[config.mk]
export PLATFORM = sky130hd
export DESIGN_NAME = gray_counter_flat
export DESIGN_NICKNAME = d
export VERILOG_FILES = /design/src/rtl/gray_counter_if.sv /design/src/rtl/gray_counter.sv /design/src/flat_wrapper.sv
export SDC_FILE = /design/constraint.sdc
export NUM_CORES = 1
export LEC_CHECK = 0
export ABC_AREA = 1
export CAP_MARGIN = 20
export CORE_AREA = 3 3 40 42
export CTS_CLUSTER_DIAMETER = 60
export DETAILED_ROUTE_END_ITERATION = 10
export DIE_AREA = 0 0 43 45
export PLACE_DENSITY_LB_ADDON = 0.2
export RECOVER_POWER = 25
export SLEW_MARGIN = 20
export SYNTH_ARGS = -nofsm -noshare
export SYNTH_HDL_FRONTEND = slang
export SYNTH_SLANG_ARGS = --single-unit
[constraint.sdc]
create_clock -name clk -period 4.6 [get_ports clk]
set_input_delay 0.46 -clock clk [delete_from_list [all_inputs] [get_ports clk]]
set_output_delay 0.46 -clock clk [all_outputs]
set_load 0.02 [all_outputs]
[src/rtl/gray_counter_if.sv]
// gray_counter_if: control and status bundle of the Gray counter
interface gray_counter_if #(
   parameter int WIDTH = 3
);
   logic             en;
   logic             up;
   logic             load;
   logic [WIDTH-1:0] load_b;
   logic [WIDTH-1:0] b;
   logic [WIDTH-1:0] g;
   logic             tc;
   logic             ovf;

   modport master (
      output en, up, load, load_b,
      input  b, g, tc, ovf
   );

   modport slave (
      input  en, up, load, load_b,
      output b, g, tc, ovf
   );
endinterface

[src/rtl/gray_counter.sv]
// gray_counter: up/down binary counter with a coherent registered Gray image; wraps when GRAY_COUNTER_WRAP_EN is defined, saturates otherwise
module gray_counter #(
   parameter int WIDTH = 3
) (
   input logic          clk,
   input logic          rst,
   gray_counter_if.slave bus
);
   logic [WIDTH-1:0] r_b;
   logic [WIDTH-1:0] r_g;
   logic [WIDTH-1:0] w_b_nxt;
   logic [WIDTH-1:0] w_g_nxt;
   logic             w_tc;
   logic             w_step;

   // terminal count follows the live direction so a reversal is seen immediately
   always_comb w_tc = bus.up ? &r_b : ~|r_b;

   // next binary value by priority load > step > hold; Gray is derived from it so g never lags b
   always_comb begin
`ifdef GRAY_COUNTER_WRAP_EN
      w_step  = bus.en;
`else
      w_step  = bus.en & ~w_tc;
`endif
      w_b_nxt = bus.load ? bus.load_b : w_step ? (bus.up ? r_b + WIDTH'(1) : r_b - WIDTH'(1)) : r_b;
      w_g_nxt = w_b_nxt ^ (w_b_nxt >> 1);
   end

   // binary and Gray registers update on the same edge
   always_ff @(posedge clk) begin
      if (rst) begin
         r_b <= '0;
         r_g <= '0;
      end else begin
         r_b <= w_b_nxt;
         r_g <= w_g_nxt;
      end
   end

`ifdef GRAY_COUNTER_WRAP_EN
   logic r_ovf;

   // one-cycle pulse after an enabled, non-load step taken from a terminal value
   always_ff @(posedge clk) begin
      if (rst) r_ovf <= 1'b0;
      else     r_ovf <= bus.en & ~bus.load & w_tc;
   end

   assign bus.ovf = r_ovf;
`else
   assign bus.ovf = 1'b0;
`endif

   assign bus.b  = r_b;
   assign bus.g  = r_g;
   assign bus.tc = w_tc;
endmodule

[src/flat_wrapper.sv]
// flat-port wrapper written by rule: the top's interface ports become plain ports
module gray_counter_flat 
#(
   parameter int WIDTH = 3
)
  (clk, rst, bus_en, bus_up, bus_load, bus_load_b, bus_b, bus_g, bus_tc, bus_ovf);
  gray_counter_if #(.WIDTH(WIDTH)) bus_i ();
  input logic clk;
  input logic rst;
  input wire logic [$bits(bus_i.en)-1:0] bus_en;
  input wire logic [$bits(bus_i.up)-1:0] bus_up;
  input wire logic [$bits(bus_i.load)-1:0] bus_load;
  input wire logic [$bits(bus_i.load_b)-1:0] bus_load_b;
  output wire logic [$bits(bus_i.b)-1:0] bus_b;
  output wire logic [$bits(bus_i.g)-1:0] bus_g;
  output wire logic [$bits(bus_i.tc)-1:0] bus_tc;
  output wire logic [$bits(bus_i.ovf)-1:0] bus_ovf;
  assign bus_i.en = bus_en;
  assign bus_i.up = bus_up;
  assign bus_i.load = bus_load;
  assign bus_i.load_b = bus_load_b;
  assign bus_b = bus_i.b;
  assign bus_g = bus_i.g;
  assign bus_tc = bus_i.tc;
  assign bus_ovf = bus_i.ovf;
  gray_counter #(.WIDTH(WIDTH)) u_core (.clk(clk), .rst(rst), .bus(bus_i));
endmodule
==> summary.txt, run 1 <==
Setup TNS: 0 ps
hold path depth: 4
final worst slack: 2160 ps
post-layout util: 44.1%
maximum clock frequency: 410 MHz
CTS Sinks: 5
post-CTS setup buffers: 0
Routed Antenna Nets: 0
root buffer cell: clkbuf_4
worst hold slack: 653 ps
CP arrival: 1980 ps
die area: 1940 µm²
CP Cell Sequence: dlygate4sd3_1, nand2_2, inv_2, nand2_2, nand2_2, clkdlybuf4s50_1
Cells after Synth: 63
layout cells sized above 1: 25.3%
minimum clock period after layout: 2440 ps
RSZ-0062 raised after global routing: false
synthesized cell area: 397 µm²
Setup CP Type: primary input to output pin
distinct cell type count after synthesis: 15
flop2flop setup slack: 2980 ps
Hold-fix buffers, CTS: 0
slowest CP cell: dlygate4sd3_1
total congestion overflow: 0
Setup crit start kind: primary input
Remaining DRCs: 0
Worst-Skew Late Latency: 240 ps
Initial Util: 30.9%
post-DP HPWL: 652 µm
largest net degree at the start of global routing: 7
Post-Synthesis Mean Instance Area: 6.30 µm²
leak pwr: 0.000295 µW
vias in the first global route: 337
final worst clock skew: 0.358 ps
gr usage total: 9.59%
# resized after CTS: 0
Final GP Congestion: 0.761
DR iter-0 viols: 2
placed insts: 90
final cell count without fillers: 94
routed vias: 392
initial antenna violation count: 0
CP bufs+invs: 3
yosys warns: 0
Reg2Reg Depth: 9
R2R Path End: u_core.bus.g[0]
max-cap viol count: 0
Routed wire per std cell: 7.81 µm
Reg clk slew, reported paths: 40 ps
global-route wire length before repair: 1320 µm
Die Wd: 43 µm
Hold Crit Start: u_core.bus.b[0]
flops & latches, synth: 5
CTS tree: built
Setup Viol. Count Final: 0
Vias/cell: 4.17
Setup WS pre-CTS: 2220 ps
core region area: 1280 µm²
status: complete, no violations
final worst-path cycle share: 53.1%
port buffer count: 14
die height: 45 µm
antenna cells: 0
num rows: 13
Worst Hold Class: flop to flop
final hold viol count: 0
Synth top area share: 25.2%
Syn Nets: 72
Initial DRT Pass Iterations: 3
Max VDD drop: 0.198 mV
Max stage delay on crit path: 630 ps
pwr/cell area: 281 nW/µm²
WP data required: 4140 ps
Num CTS Buffers: 3
CTS HTree Levels: 1
maximum clock path buffer count: 2
Slew Limit Fails: 0
FF-to-FF Start: u_core.bus.b[0]
Crit path max-delay family: buffers and inverters
area grow syn2layout: 42.9%
crit-path most repeated cell: nand2_2
# IOs: 16
CP Capture Type: output pin
fin nets: 89
top cells by area, synth: dfxtp_1, nand2_1, nand2_2
hold endpoint: u_core.bus.b[0]
Seq/Total Area, Yosys: 25.2%
area leader, netlist: dfxtp_1
WL final: 734 µm
Max FO, Critical Path: 4
-- stage by stage --
step	power [µW]	area, µm²
final	159	567
after global routing	173	567
after CTS	164	567
after detailed placement	112	541
after global placement	112	541
after floorplan	89.8	397
-- layer usage --
layer / global-route usage (%) / part of all wire, %
met2: 14.7 / 47
met3: 5.98 / 9.4
met1: 10.9 / 44
met4: 3.61 / 0
met5: 0 / 0
-- worst max-delay path by stage --
stage / depth (start not counted) / startpoint / endpoint / slack, ps
2_1_floorplan: 9 / u_core.bus.b[0] / u_core.bus.g[0] / 2930
3_3_place_gp: 6 / bus_up / bus_tc / 2260
3_5_place_dp: 6 / bus_up / bus_tc / 2220
4_1_cts: 6 / bus_up / bus_tc / 2220
5_1_grt: 6 / bus_up / bus_tc / 2090
6_report: 6 / bus_up / bus_tc / 2160
-- synth_stat cells --
library cell	n
a21oi_1	1
buf_4	2
conb_1	1
dfxtp_1	5
fa_1	1
inv_1	8
inv_2	2
nand2_1	19
nand2_2	7
nand3_1	2
nand3_2	3
nand4_1	1
nor2_1	6
nor2_2	3
or2_2	2
-- report_power, final --
| part | internal (µW) | switching, µW | total, µW |
|---|---|---|---|
| logic | 26.2 | 31.6 | 57.9 |
| clock network | 32.8 | 17.5 | 50.2 |
| registers | 47.9 | 3.05 | 50.9 |
| total | 107 | 52.1 | 159 |
-- tightest hold or removal path: cells and delay by family, from the launching register on --
| family | cells | cell delay, ps |
|---|---|---|
| flip-flops | 1 | 330 |
| AND/OR/NAND/NOR | 4 | 270 |
-- state kept, by name, indices dropped and copies added, names as in the netlist --
register and count:
u_core.bus.g 3, u_core.bus.b 2
-- area by class of cell --
| class | instances | area, µm² |
|---|---|---|
| Clock buffer | 4 | 26.3 |
| Fill cell | 137 | 718 |
| Inverter | 10 | 37.5 |
| Timing Repair Buffer | 14 | 140 |
| Multi-Input combinational cell | 46 | 244 |
| Sequential cell | 5 | 100 |
| Tap cell | 15 | 18.8 |
-- cell usage in the layout, fill, tap and decap left out, types with 2 or more instances in the layout --
| master | count |
|---|---|
| clkbuf_4 | 3 |
| clkdlybuf4s50_1 | 11 |
| dfxtp_1 | 5 |
| dlygate4sd3_1 | 3 |
| inv_1 | 8 |
| inv_2 | 2 |
| nand2_1 | 19 |
| nand2_2 | 7 |
| nand3_1 | 2 |
| nand3_2 | 3 |
| nor2_1 | 6 |
| nor2_2 | 3 |
| or2_2 | 2 |
-- logic make-up (layout without fill, tap and decap cells) --
logic type               Yosys count  in the layout  synth area share, %
AO/OA/AOI/OAI                      1              1                 1.26
adder cells (fa/ha/maj)            1              1                 5.05
buffers and inverters             12             28                 13.2
flip-flops                         5              5                 25.2
other                              1              1                0.945
AND/OR/NAND/NOR                   43             43                 54.3
Power figures use the tool's default switching activity.
==> inputs of run 2 (changes only) <==
- clock period: 4.6 -> 2.2 ns (I/O delays scaled with it)
==> results of run 2 <==
Same layout as run 1 (identical final DEF). Status: complete, no violations.
Main changes from that run: setup slack after placement 2220 ps -> 304 ps; setup slack after layout 2160 ps -> 239 ps; hold slack 653 ps -> 587 ps; register-to-register setup slack 2980 ps -> 580 ps; end point of the worst hold path u_core.bus.b[0] -> u_core.bus.g[2]; total power 159 µW -> 332 µW; worst IR drop on VDD 0.198 mV -> 0.413 mV
==> inputs of run 3 (changes only) <==
- CORE_AREA: 3 3 40 42 -> default
- CORE_MARGIN: default -> 3
- CORE_UTILIZATION: default -> 30
- DIE_AREA: 0 0 43 45 -> default
==> summary.txt, run 3 (synthesized netlist as in run 1, its figures left out) <==
# IOs: 16
Reg clk slew, reported paths: 40 ps
Max FO, Critical Path: 4
Max stage delay on crit path: 610 ps
status: complete, no violations
die area: 1790 µm²
Initial Util: 33.9%
final worst slack: 255 ps
layout cells sized above 1: 25.3%
worst hold slack: 585 ps
largest net degree at the start of global routing: 7
CTS Sinks: 5
Vias/cell: 4.17
slowest CP cell: dlygate4sd3_1
core region area: 1170 µm²
Die Wd: 42.4 µm
total congestion overflow: 0
CP Capture Type: output pin
final worst clock skew: 0.274 ps
antenna cells: 0
routed vias: 388
Worst-Skew Late Latency: 240 ps
FF-to-FF Start: u_core.bus.b[0]
final worst-path cycle share: 88.4%
commonest non-fill, non-tap cell in the layout: nand2_1
area grow syn2layout: 42.6%
final cell count without fillers: 93
num rows: 12
Slew Limit Fails: 0
Routed Antenna Nets: 0
maximum clock path buffer count: 2
Pwr Total: 334 µW
Setup WS pre-CTS: 324 ps
fin nets: 89
worst setup path startpoint: bus_up
DR iter-0 viols: 10
port buffer count: 14
gr usage total: 9.09%
CP bufs+invs: 3
Max VDD drop: 0.290 mV
vias in the first global route: 320
WP data required: 1980 ps
Num CTS Buffers: 3
global-route wire length before repair: 1200 µm
max reg flops: 3
minimum clock period after layout: 1940 ps
Routed wire per std cell: 8.09 µm
commonest non-fill, non-tap cells in the layout: nand2_1, clkdlybuf4s50_1, inv_1
CP arrival: 1720 ps
RSZ-0062 raised after global routing: false
Fillers: 122
initial antenna violation count: 0
Setup Viol. Count Final: 0
Remaining DRCs: 0
final hold viol count: 0
leak pwr: 0.000295 µW
Crit path max-delay family: buffers and inverters
placed insts: 89
Setup CP Type: primary input to output pin
Final GP Congestion: 0.762
CTS tree: built
Initial DRT Pass Iterations: 4
CP Cell Sequence: dlygate4sd3_1, nand2_2, inv_2, nand2_2, nand2_2, clkdlybuf4s50_1
CTS HTree Levels: 1
crit-path most repeated cell: nand2_2
Multi-input gate area: 244 µm²
root buffer cell: clkbuf_4
die height: 42.4 µm
Worst Hold Class: primary input to flop
post-DP HPWL: 626 µm
Reg area: 100 µm²
max-cap viol count: 0
# resized after CTS: 0
pwr/cell area: 591 nW/µm²
Setup crit start kind: primary input
WL final: 752 µm
Hold-fix buffers, CTS: 0
Setup TNS: 0 ps
maximum clock frequency: 514 MHz
Hold Crit Start: bus_load_b[2]
post-CTS setup buffers: 0
==> run 3: routing by layer <==
metal / track usage, % / share of wire (%) / up-vias
met5: 0 / 0 / -
met4: 3.73 / 0 / 0
met3: 5.15 / 6.8 / 0
met2: 14.6 / 43 / 14
met1: 9.72 / 49 / 157
li1: - / - / 217
==> run 3: metrics by stage <==
step	instance area [µm²]	util, %
finish	566	48.3
global route	566	48.3
CTS	566	48.3
detailed placement	539	46.0
global placement	539	46.0
floorplan	397	-
==> run 3: power breakdown <==
part,internal [µW],switching [µW],leakage (µW)
logic,54.7,66.7,0.000238
clock network,68.6,37.8,0.0000150
registers,100,6.43,0.0000417
total,223,111,0.000295
==> run 3: worst reg2reg max path: cells and delay by family (launching register included) <==
family | cells | cell delay, ps
and+or+nand+nor | 7 | 540
buffers and inverters | 1 | 100
DFF | 1 | 390
adders and majority gates | 1 | 540
==> run 3: final cells by class <==
type	count	share of cell area (%)
inverters	10	6.64
clock buffers	4	4.65
repair buffers	14	24.8
multi-input cells	46	43.1
flip-flops and latches	5	17.7
well taps	14	3.10
==> run 3: path summary, 6_finish.rpt <==
kind,end,slack [ps],cells after the start
max reg2reg,u_core.bus.g[0],540,9
min reg2reg,u_core.bus.b[0],660,4
min,u_core.bus.g[2],580,3
max,bus_tc,260,6
